`src/rtl/mult_pkg.sv`:
```
// mult_pkg: shared loader/multiplier definitions (FSM states and default widths).
package mult_pkg;
    localparam int OP_W_DEF   = 32;
    localparam int BYTE_W_DEF = 8;
    typedef enum logic [1:0] {IDLE, LOAD_A, LOAD_B, PRESENT} state_e;
endpackage

```
`src/rtl/byte_shift_assembler.sv`:
```
// byte_shift_assembler: writes serial bytes LSB-first into an operand register.
module byte_shift_assembler #(
    parameter int OP_W   = 32,
    parameter int BYTE_W = 8
) (
    input  logic              clk,
    input  logic              rst,
    input  logic              wr_i,
    input  logic              start_i,
    input  logic              clr_i,
    input  logic [BYTE_W-1:0] byte_i,
    output logic [OP_W-1:0]   data_o,
    output logic              last_o
);
    localparam int NB = OP_W / BYTE_W;
    localparam int IW = NB > 1 ? $clog2(NB) : 1;
    logic [IW-1:0]   idx_q, idx_d, lane;
    logic [OP_W-1:0] data_q, data_d;
    always_comb begin
        lane   = start_i ? '0 : idx_q;
        idx_d  = clr_i ? '0 : idx_q;
        data_d = data_q;
        if (wr_i || start_i) begin
            data_d[lane*BYTE_W +: BYTE_W] = byte_i;
            idx_d = (lane == IW'(NB-1)) ? '0 : lane + 1'b1;
        end
    end
    always_ff @(posedge clk or negedge rst) begin
        if (!rst) begin
            idx_q  <= '0;
            data_q <= '0;
        end else begin
            idx_q  <= idx_d;
            data_q <= data_d;
        end
    end
    assign data_o = data_q;
    assign last_o = idx_q == IW'(NB-1);
endmodule

```
`src/rtl/mult_operand_loader.sv`:
```
// mult_operand_loader: assembles byte-serial A/B operand pairs for the multiplier,
// with inter-byte timeout and start-of-frame resynchronisation.
module mult_operand_loader
    import mult_pkg::*;
#(
    parameter int OP_W    = OP_W_DEF,
    parameter int BYTE_W  = BYTE_W_DEF,
    parameter int TIMEOUT = 255
) (
    input  logic              clk,
    input  logic              rst,
    input  logic [BYTE_W-1:0] in_data,
    input  logic              in_sof,
    input  logic              in_valid,
    output logic              in_ready,
    output logic [OP_W-1:0]   op_a,
    output logic [OP_W-1:0]   op_b,
    output logic              op_valid,
    input  logic              op_ready,
    output logic              err_pulse
);
    localparam int NB = OP_W / BYTE_W;
    state_e      state_q, state_d;
    logic [15:0] cnt_q, cnt_d;
    logic        in_ready_q, op_valid_q, err_q, err_d;
    logic        acc, loading, expired;
    logic        a_wr, a_start, a_clr, a_last, b_wr, b_clr, b_last;
    always_comb begin
        acc     = in_valid & in_ready_q;
        loading = state_q == LOAD_A || state_q == LOAD_B;
        expired = loading && !acc && cnt_q == 16'(TIMEOUT-1);
        cnt_d   = (loading && !acc && !expired) ? cnt_q + 16'd1 : '0;
        state_d = state_q;
        err_d   = 1'b0;
        a_wr    = 1'b0;
        a_start = 1'b0;
        a_clr   = 1'b0;
        b_wr    = 1'b0;
        b_clr   = 1'b0;
        if (state_q == PRESENT) begin
            state_d = (op_valid_q && op_ready) ? IDLE : PRESENT;
        end else if (acc && in_sof) begin
            // SOF always (re)starts a frame; it is an error only if one was in progress
            err_d   = loading;
            a_start = 1'b1;
            b_clr   = 1'b1;
            state_d = (NB == 1) ? LOAD_B : LOAD_A;
        end else if (acc && state_q == LOAD_A) begin
            a_wr    = 1'b1;
            state_d = a_last ? LOAD_B : LOAD_A;
        end else if (acc && state_q == LOAD_B) begin
            b_wr    = 1'b1;
            state_d = b_last ? PRESENT : LOAD_B;
        end else if (expired) begin
            err_d   = 1'b1;
            a_clr   = 1'b1;
            b_clr   = 1'b1;
            state_d = IDLE;
        end
    end
    always_ff @(posedge clk or negedge rst) begin
        if (!rst) begin
            state_q    <= IDLE;
            cnt_q      <= '0;
            in_ready_q <= 1'b0;
            op_valid_q <= 1'b0;
            err_q      <= 1'b0;
        end else begin
            state_q    <= state_d;
            cnt_q      <= cnt_d;
            in_ready_q <= state_d != PRESENT;
            op_valid_q <= state_d == PRESENT;
            err_q      <= err_d;
        end
    end
    byte_shift_assembler #(.OP_W(OP_W), .BYTE_W(BYTE_W)) u_asm_a (
        .clk(clk), .rst(rst), .wr_i(a_wr), .start_i(a_start), .clr_i(a_clr),
        .byte_i(in_data), .data_o(op_a), .last_o(a_last)
    );
    byte_shift_assembler #(.OP_W(OP_W), .BYTE_W(BYTE_W)) u_asm_b (
        .clk(clk), .rst(rst), .wr_i(b_wr), .start_i(1'b0), .clr_i(b_clr),
        .byte_i(in_data), .data_o(op_b), .last_o(b_last)
    );
    assign in_ready  = in_ready_q;
    assign op_valid  = op_valid_q;
    assign err_pulse = err_q;
endmodule

```
`config.mk`:
```
export PLATFORM = sky130hd
export DESIGN_NAME = mult_operand_loader
export DESIGN_NICKNAME = d
export VERILOG_FILES = /design/src/rtl/mult_pkg.sv /design/src/rtl/byte_shift_assembler.sv /design/src/rtl/mult_operand_loader.sv
export SDC_FILE = /design/constraint.sdc
export NUM_CORES = 1
export LEC_CHECK = 0
export ABC_AREA = 1
export ABC_CLOCK_PERIOD_IN_PS = 2200
export CORE_MARGIN = 2
export CORE_UTILIZATION = 47
export DETAILED_ROUTE_END_ITERATION = 8
export PLACE_DENSITY = 0.76
export SLEW_MARGIN = 40
export SYNTH_ARGS = -nofsm -noshare
export SYNTH_HDL_FRONTEND = slang
export SYNTH_SLANG_ARGS = --single-unit
```
`constraint.sdc`:
```
create_clock -name clk -period 2.2 [get_ports clk]
set_input_delay 0.44 -clock clk [delete_from_list [all_inputs] [get_ports clk]]
set_output_delay 0.44 -clock clk [all_outputs]
set_load 0.03 [all_outputs]
```
==> qor.yml <==
status:
  outcome: "finished, final reports clean"
global_route:
  antenna_found_initial: 0
  grtUsageTotal_pct: 22.5
  grt_pass1_wl_mm: 17.9
  grt_max_degree: 40
  grt_pass1_vias: 3747
  grt_overflow: 0
floorplanning:
  dieArea_sq_um: 9980
  fp.dieH_um: 99.9
  start_util_pct: 49.1
  rows: 34
  core_sq_um: 8810
  io_pins: 80
  die_x_um: 99.9
sta:
  whs_ps: 35.8
  skew_ps: 9.56
  period_share_pct: 96.1
  worst_slack_ps: 84.9
  relSlewSlack_pct: 66.9
  finalSetupViolations: 0
  rsz0062_at_grt: "yes"
  fin_crit_ps: 2120
  max_freq_ghz: 0.473
  worst_slew_pin_slew_ps: 497
  setup_tns_ps: 0
  timing.final.hold_violations: 0
  slew_violations: 0
detailed_routing:
  vias: 3956
  route.detailed.drc: 0
  vias_per_cell: 5.35
  wirelength_mm: 10.8
  wire_per_inst_um: 14.6
  drtIter0Drc: 195
  postRouteAntennaNets: 0
  firstDrtPassIters: 5
synthesis:
  synth_area_sq_um: 4320
  syn-instance-count: 523
  syn_avg_cell_area_sq_um: 8.27
  syn_nets: 552
  seq_area_frac_synth_pct: 51.5
  yosys_register_bits: 89
  yosys_warnings: 0
  synthDistinctLibCells: 32
setup_path:
  critPathRequiredTime_ps: 2470
  cp_max_fo: 16
  slowest_delay_ps: 420
  arrival_ps: 2390
  crit_top_cell: "nor2_1"
  cp_top_family: "simple AND/OR/NAND/NOR gates"
  cp_slowest_cell: "clkdlybuf4s50_1"
  critical_path_class: "in -> reg"
  crit_buf_inv: 4
  path_cells: "clkdlybuf4s50_1 -> nand2_2 -> nor2_2 -> inv_2 -> nor2_1 -> nor2_1 -> inv_1 -> ha_1 -> buf_12 -> nor3_1 -> nand2_1 -> o21ai_0"
  end_kind: "register"
  start_kind: "input port"
finish:
  final_common_cell: "nand2_1"
  n_antenna_cell: 0
  area_growth_syn_to_layout_pct: 30.7
  multi_input_area_sq_um: 1860
  stdcell_count: 740
  fillCellCount: 740
  ff_latch_area_sq_um: 2230
  fin_nets: 656
  final_cell_mix: "nand2_1, dfrtp_1, clkdlybuf4s50_1, o21ai_0, nand3_1"
  drive_above_1_share_pct: 11.4
clock_network:
  cts_sinks: 89
  numCtsBuffers: 9
  clkSlewWorstSetupHoldPaths_ps: 90
  ctsResizeCount: 0
  cts_tree: "yes"
  clockRootBuffer: "clkbuf_8"
  cts-htree-levels: 3
  hold_buffers: 0
  post_cts_buffers: 0
  clk_latency_ps: 350
  clk_path_buf_depth: 2
hold_path:
  min_path_type: "in -> async"
job:
  maxCapViolations: 0
power:
  pwr_density_cell_nw_per_um2: 1240
  finalPower_mw: 7.00
  ir_drop_mv: 0.551
  p_leak_nw: 2.67
placed_design:
  portBuffers: 79
  pre_cts_slack_ps: -347
  place_inst: 724
  hpwl_mm: 8.07
  gp_congestion: 0.864
[cell usage after synthesis (all sizes together)]
| library cell | n | area (sq um) |
|---|---|---|
| nor4 | 1 | 6.26 |
| and2 | 1 | 6.26 |
| dfrtp | 89 | 2230 |
| xor2 | 2 | 17.5 |
| buf | 8 | 41.3 |
| inv | 48 | 180 |
| nor3 | 21 | 110 |
| ha | 16 | 200 |
| xnor2 | 1 | 8.76 |
| a211oi | 1 | 7.51 |
| nand3 | 53 | 265 |
| nand4 | 10 | 62.6 |
| o21bai | 1 | 7.51 |
| o21a | 1 | 7.51 |
| and3 | 1 | 6.26 |
| clkbuf | 8 | 30.0 |
| clkinv | 2 | 7.51 |
| nor2 | 47 | 199 |
| nand2 | 132 | 508 |
| a22oi | 1 | 7.51 |
| nor3b | 4 | 30.0 |
| o21ai | 71 | 355 |
| a21oi | 4 | 31.3 |
[worst paths after layout]
path	startpoint	end	slack (ps)	depth (start not counted)
worst max-delay path	in_valid	u_asm_a.data_o[18]	80	12
worst max register to register	state_q[0]	u_asm_a.data_o[18]	120	9
worst min-delay path	rst	u_asm_b.data_o[20]	40	1
min in group clk	cnt_q[0]	cnt_q[0]	500	1
worst min register to register	cnt_q[0]	cnt_q[0]	500	1
max in group asynchronous	rst	u_asm_a.data_o[22]	1560	2
[report_power, final]
group / total, mW / internal, mW / leakage [nW] / switching [mW]
Combinational: 3.55 / 1.33 / 1.36 / 2.22
Clock: 1.12 / 0.530 / 0.0929 / 0.588
Sequential: 2.33 / 2.04 / 1.21 / 0.296
[logic make-up after synthesis]
logic type	Yosys count	share of synthesized area (%)
AO/OA/AOI/OAI	79	9.64
XOR/XNOR	3	0.608
adder cells (fa/ha/maj)	16	4.63
buffers and inverters	66	5.99
flip-flops	89	51.5
AND/OR/NAND/NOR	270	27.6
[stage by stage]
| stage | area [sq um] | utilization, % |
|---|---|---|
| CTS | 5630 | 63.9 |
| global placement | 5430 | 61.7 |
| floorplan | 4330 | - |
| detailed placement | 5430 | 61.7 |
| global route | 5650 | 64.1 |
| finish | 5650 | 64.1 |
[state kept, by name (all words and copies together), names as in the netlist, 2 cells and up]
name / flops
u_asm_a.idx_q: 2
u_asm_b.idx_q: 2
u_asm_a.data_o: 32
u_asm_b.data_o: 32
cnt_q: 16
state_q: 2
[worst register-to-register path, cell delays in order, from the launching register on]
cell and delay [ps]:
dfrtp_1 440, ha_4 200, nor2_1 60, nor2_1 180
inv_1 120, ha_1 260, buf_12 160, nor3_1 310
nand2_1 100, o21ai_0 180
[routing by layer]
layer | wire [um] | vias up | global-route usage (%)
met4 | 149 | 0 | 8.22
li1 | - | 1914 | -
met3 | 640 | 13 | 3.48
met1 | 4900 | 1879 | 31.2
met5 | 0 | - | 0
met2 | 5140 | 150 | 36.0
[final cells by class]
| cell class | instances | area share (%) |
|---|---|---|
| inverters | 50 | 3.32 |
| repair buffers | 109 | 18.4 |
| clock buffers | 10 | 2.26 |
| multi-input cells | 368 | 33.0 |
| flip-flops and latches | 89 | 39.5 |
| well taps | 108 | 2.39 |
| clock inverters | 6 | 1.20 |
(Power assumes the default switching activity.)
